### config.mk
export PLATFORM = sky130hd
export DESIGN_NAME = escalonador_contexto
export DESIGN_NICKNAME = d
export VERILOG_FILES = /design/src/rtl/escalonador_contexto.sv
export SDC_FILE = /design/constraint.sdc
export NUM_CORES = 1
export LEC_CHECK = 0
export BUFFER_PORTS_ARGS = -buffer_cell sky130_fd_sc_hd__clkbuf_2
export CELL_PAD_IN_SITES_DETAIL_PLACEMENT = 0
export CELL_PAD_IN_SITES_GLOBAL_PLACEMENT = 1
export CORE_MARGIN = 2
export CORE_UTILIZATION = 45
export DETAILED_ROUTE_END_ITERATION = 10
export PLACE_DENSITY_LB_ADDON = 0.1
export SLEW_MARGIN = 30
export SYNTH_ARGS = -nofsm -noshare
export SYNTH_HDL_FRONTEND = slang
export SYNTH_SLANG_ARGS = --single-unit
### constraint.sdc
create_clock -name clock -period 17.1 [get_ports clock]
set_input_delay 0.855 -clock clock [delete_from_list [all_inputs] [get_ports clock]]
set_output_delay 0.855 -clock clock [all_outputs]
set_load 0.005 [all_outputs]
### src/rtl/escalonador_contexto.sv
// Round-robin context scheduler: saves the interrupted PC, scans the process
// table for the next runnable entry and issues a one-cycle PC load to fetch.
module escalonador_contexto #(
  parameter int NUM_PROC = 4,
  parameter int PID_W    = 2,
  parameter int PC_W     = 32
) (
  input  logic             clock,
  input  logic             reset,
  input  logic             troca_contexto,
  input  logic             intrucaoIOContexto,
  input  logic             fimProcesso,
  input  logic [PC_W-1:0]  pc_processo_trocado,
  input  logic             cria_processo,
  input  logic [PID_W-1:0] cria_id,
  input  logic [PC_W-1:0]  cria_pc,
  input  logic             io_concluido,
  input  logic [PID_W-1:0] io_id,
  output logic             carrega_pc,
  output logic [PC_W-1:0]  pc_novo,
  output logic [PID_W-1:0] processo_atual,
  output logic             ocupado,
  output logic             ocioso
);

  typedef enum logic [2:0] {EXEC, SALVA, BUSCA, CARREGA, OCIOSO} estado_t;

  estado_t estado, prox;

  logic troca_q, io_q, fim_q;
  logic troca_e, io_e, fim_e;

  logic [NUM_PROC-1:0] valido, bloqueado, executavel;
  logic [PC_W-1:0]     tabela_pc [NUM_PROC];

  logic [PC_W-1:0]  pc_salvo;
  logic             bloq_pend;
  logic [PID_W-1:0] ptr;
  logic [PID_W-1:0] cnt;

  logic             latch_pc, pend_val, inicia_busca, avanca;
  logic             sel;
  logic [PID_W-1:0] sel_id;
  logic             salva_wr, clr_valido;
  logic             achou;
  logic [PID_W-1:0] id_livre;

  assign troca_e = troca_contexto & ~troca_q;
  assign io_e    = intrucaoIOContexto & ~io_q;
  assign fim_e   = fimProcesso & ~fim_q;

  assign executavel = valido & ~bloqueado;

  assign carrega_pc = (estado == CARREGA);
  assign ocupado    = (estado != EXEC);
  assign ocioso     = (estado == OCIOSO);

  // While idle, the lowest-numbered runnable entry wins.
  always_comb begin
    achou    = 1'b0;
    id_livre = '0;
    for (int i = NUM_PROC - 1; i >= 0; i--) begin
      if (executavel[i]) begin
        achou    = 1'b1;
        id_livre = PID_W'(i);
      end
    end
  end

  always_comb begin
    prox         = estado;
    latch_pc     = 1'b0;
    pend_val     = 1'b0;
    inicia_busca = 1'b0;
    avanca       = 1'b0;
    sel          = 1'b0;
    sel_id       = ptr;
    salva_wr     = 1'b0;
    clr_valido   = 1'b0;
    case (estado)
      EXEC: begin
        if (fim_e) begin
          clr_valido   = 1'b1;
          inicia_busca = 1'b1;
          prox         = BUSCA;
        end else if (troca_e) begin
          latch_pc = 1'b1;
          prox     = SALVA;
        end else if (io_e) begin
          latch_pc = 1'b1;
          pend_val = 1'b1;
          prox     = SALVA;
        end
      end
      SALVA: begin
        salva_wr     = 1'b1;
        inicia_busca = 1'b1;
        prox         = BUSCA;
      end
      BUSCA: begin
        if (executavel[ptr]) begin
          sel    = 1'b1;
          sel_id = ptr;
          prox   = CARREGA;
        end else if (cnt == PID_W'(NUM_PROC - 1)) begin
          prox = OCIOSO;
        end else begin
          avanca = 1'b1;
        end
      end
      CARREGA: prox = EXEC;
      OCIOSO: begin
        if (achou) begin
          sel    = 1'b1;
          sel_id = id_livre;
          prox   = CARREGA;
        end
      end
      default: prox = EXEC;
    endcase
  end

  always_ff @(posedge clock or posedge reset) begin
    if (reset) begin
      estado         <= EXEC;
      troca_q        <= 1'b0;
      io_q           <= 1'b0;
      fim_q          <= 1'b0;
      pc_salvo       <= '0;
      bloq_pend      <= 1'b0;
      ptr            <= '0;
      cnt            <= '0;
      processo_atual <= '0;
      pc_novo        <= '0;
    end else begin
      estado  <= prox;
      troca_q <= troca_contexto;
      io_q    <= intrucaoIOContexto;
      fim_q   <= fimProcesso;
      if (latch_pc) begin
        pc_salvo  <= pc_processo_trocado;
        bloq_pend <= pend_val;
      end
      // Scan begins just after the current process and ends on it.
      if (inicia_busca) begin
        ptr <= processo_atual + PID_W'(1);
        cnt <= '0;
      end else if (avanca) begin
        ptr <= ptr + PID_W'(1);
        cnt <= cnt + PID_W'(1);
      end
      if (sel) begin
        processo_atual <= sel_id;
        pc_novo        <= tabela_pc[sel_id];
      end
    end
  end

  // External ports are applied last so they override the SALVA write.
  always_ff @(posedge clock or posedge reset) begin
    if (reset) begin
      valido    <= '0;
      bloqueado <= '0;
      for (int i = 0; i < NUM_PROC; i++) tabela_pc[i] <= '0;
    end else begin
      for (int i = 0; i < NUM_PROC; i++) begin
        if (salva_wr && processo_atual == PID_W'(i)) begin
          tabela_pc[i] <= pc_salvo;
          if (bloq_pend) bloqueado[i] <= 1'b1;
        end
        if (clr_valido && processo_atual == PID_W'(i)) valido[i] <= 1'b0;
        if (io_concluido && io_id == PID_W'(i)) bloqueado[i] <= 1'b0;
        if (cria_processo && cria_id == PID_W'(i)) begin
          valido[i]    <= 1'b1;
          bloqueado[i] <= 1'b0;
          tabela_pc[i] <= cria_pc;
        end
      end
    end
  end

endmodule
==> results_dict.tcl <==
set metrics [dict create \
    critPathKind "reg -> reg" \
    wl_per_cell_um 19.31 \
    nets 1090 \
    setup_tns_ns 0 \
    die_w_um 154.9 \
    ys_seq_area_frac 0.5203 \
    dp_slack_ns 13.85 \
    grt_util_all_layers 0.2145 \
    dieArea_um2 23990 \
    hold_depth 1 \
    postCtsResizedCells 0 \
    crit_required_ns 17.47 \
    maxCapViolCount 0 \
    cp-end-kind "register" \
    grt_max_degree 139 \
    grt_pass1_vias 7108 \
    globalplace.congestion 0.7545 \
    io_pins 112 \
    route.vias.total 7102 \
    maxSlewHeadroom 0.4186 \
    cp.arrival_ns 3.30 \
    ys.flop_type "dfrtp_1" \
    async_flop_share 1.000 \
    finalCriticalPeriod_ns 2.925 \
    grt_overflow 0 \
    p_per_area_nw_per_um2 191.7 \
    rsz0062_at_grt "false" \
    cp.depth 6 \
    crit_buf_inv 2 \
    crit_start "estado[2]" \
    drtIter0Drc 265 \
    final_layout_size_suffix_gt1_frac 0.2285 \
    outcome "finished, final reports clean" \
    drt-pass1-iter-count 5 \
    fp.coreArea_um2 22500 \
    max_stage_delay_ns 0.51 \
    fin_worst_skew_ns 0.01387 \
    fin_ws_ns 14.18 \
    num_rows 55 \
    clk_pin_slew_ns 0.06 \
    crit_family "simple AND/OR/NAND/NOR gates" \
    cts.path.max_buffers 3 \
    timing.final.crit_share 0.1710 \
    grt_pass1_wl_mm 40.87 \
    cts_tree "yes" \
    synth-edff-count 0 \
    finalHoldViolCount 0 \
    cts_buffers 25 \
    cts_hold_buf 0 \
    drc 0 \
    cp_max_fo 22 \
    clockRootBuffer "clkbuf_16" \
    syn_nets 1000 \
    slew_viol_final 0 \
    path_cells "or3b_1 > o2bb2ai_4 > buf_16 > nor2b_4 > buf_4 > a221oi_2" \
    hold_class "in -> reg" \
    area_growth_pct 15.55 \
    synthCells 924 \
    synth_area_um2 10240 \
    start_util 0.4552 \
    reg2reg_depth 6 \
    yosysUniqueCellTypes 40 \
    synth_area_per_cell_um2 11.09 \
    clock_latency_ns 0.52 \
    leakage_nw 5.843 \
    start_kind "register" \
    diodes 0 \
    worst_slew_pin_slew_ns 0.8701 \
    timing.rr.end "pc_novo[10]" \
    numPortBuffers 111 \
    htreeDepth 1 \
    grt_antenna_before_repair 0 \
    reg2reg_slack_ns 14.18 \
    yosys_warnings 0 \
    postCtsSetupRepairBufs 0 \
    setup_viol 0 \
    max_freq_mhz 341.9 \
    routed_wl_mm 25.45 \
    peakVddDrop_mv 0.09938 \
    ys_ff_latch 213 \
    vias_per_cell 5.388 \
    endpoint "pc_novo[10]" \
    hpwl_mm 14.96 \
    die_y_um 154.9 \
    cts_num_sinks 213 \
    rr_startpoint "estado[2]" \
    slowest_stage "o2bb2ai_4" \
    antenna_left 0 \
]
==> cells in the mapped netlist, types with 2 or more instances <==
cell	count	area [um^2]
dfrtp_1	213	5330
mux2i_1	194	1942
nand2_1	112	420.4
o21ai_0	101	505.5
nor2_1	73	274.0
a21oi_1	44	220.2
clkbuf_1	41	153.9
mux2_2	33	371.6
a221oi_2	32	480.5
nor2b_1	9	56.30
buf_1	8	30.03
buf_2	8	40.04
nand3_1	6	30.03
inv_1	5	18.77
nor3_1	5	25.02
and2_1	4	25.02
buf_6	4	45.04
nor3b_1	3	22.52
a21boi_1	2	15.01
buf_8	2	30.03
nand2b_1	2	12.51
nand3b_1	2	15.01
nor4_1	2	12.51
o21ai_1	2	10.01
xnor2_1	2	17.52
==> flip-flops by register name (all words and copies together), names as in the netlist <==
name and count:
tabela_pc 128, io_q 1, ptr 2, processo_atual 2
bloqueado 4, pc_novo 32, pc_salvo 32, valido 4
estado 3, fim_q 1, cnt 2, bloq_pend 1
troca_q 1
==> per-stage QoR <==
step / hold WS (ns) / area, um^2 / utilization / power, mW / cells
floorplan: 0.4419 / 10240 / - / 1.534 / 924
global placement: 0.4522 / 11060 / 0.4913 / 1.768 / 1271
detailed placement: 0.4593 / 11060 / 0.4915 / 1.788 / 1271
CTS: 0.4477 / 11800 / 0.5245 / 2.287 / 1317
global route: 0.4619 / 11840 / 0.5260 / 2.438 / 1318
finish: 0.4602 / 11840 / 0.5260 / 2.269 / 1318
==> power breakdown <==
| part | leakage (nW) | internal (mW) | switching [mW] |
|---|---|---|---|
| sequential | 2.55 | 0.746 | 0.180 |
| clock | 0.362 | 0.285 | 0.204 |
| combinational | 2.93 | 0.389 | 0.465 |
| total | 5.84 | 1.42 | 0.850 |
==> cell type report <==
cell class | count | area, um^2
repair buffers | 126 | 691.9
inverters | 6 | 35.03
fillers | 2042 | 10670
multi-input cells | 642 | 4679
clock inverters | 4 | 23.77
clock buffers | 42 | 719.4
well taps | 285 | 356.6
flip-flops and latches | 213 | 5330
==> cells in the final DEF (no fill, tap or decap), drive strengths merged, types with 2 or more instances in the layout <==
master | synthesis | layout
mux2i | 194 | 194
nor3b | 3 | 3
buf | 22 | 15
nor2b | 9 | 9
nor4 | 2 | 2
a221oi | 32 | 32
nand2 | 112 | 112
mux2 | 33 | 33
a21oi | 45 | 45
a21boi | 2 | 2
and2 | 4 | 4
nand2b | 2 | 2
nor3 | 5 | 5
inv | 5 | 5
nand3b | 2 | 2
nand3 | 6 | 6
xnor2 | 2 | 2
o21ai | 103 | 103
clkbuf | 41 | 153
nor2 | 73 | 73
clkinv | 1 | 5
o2bb2ai | 2 | 2
dfrtp | 213 | 213
==> worst min path at each step <==
stage,start,endpoint,slack (ns)
after CTS,intrucaoIOContexto,io_q,0.45
after floorplan,valido[0],valido[0],0.44
after detailed placement,valido[0],valido[0],0.46
final,intrucaoIOContexto,io_q,0.46
after global routing,intrucaoIOContexto,io_q,0.46
after global placement,valido[0],valido[0],0.45
==> layer usage <==
metal | wire, um | track usage | part of all wire | vias to the layer above
met5 | 0 | 0 | 0 | -
met4 | 332 | 0.04233 | 0.013 | 0
met3 | 987 | 0.02730 | 0.039 | 22
met2 | 11460 | 0.3357 | 0.45 | 141
met1 | 12660 | 0.3232 | 0.50 | 3471
li1 | - | - | - | 3468
==> cell families (layout without fill, tap and decap cells) <==
| kind of cell | Yosys count | count (layout) | share of synthesized area |
|---|---|---|---|
| muxes | 228 | 228 | 0.2280 |
| and+or+nand+nor | 220 | 220 | 0.08892 |
| DFF | 213 | 213 | 0.5203 |
| AOI/OAI and AO/OA | 191 | 191 | 0.1284 |
| buffers and inverters | 69 | 178 | 0.03139 |
| xor gates and xnor gates | 2 | 2 | 0.001710 |
| adders and majority gates | 1 | 1 | 0.001221 |
No activity file was read; power rests on OpenSTA's default activity.
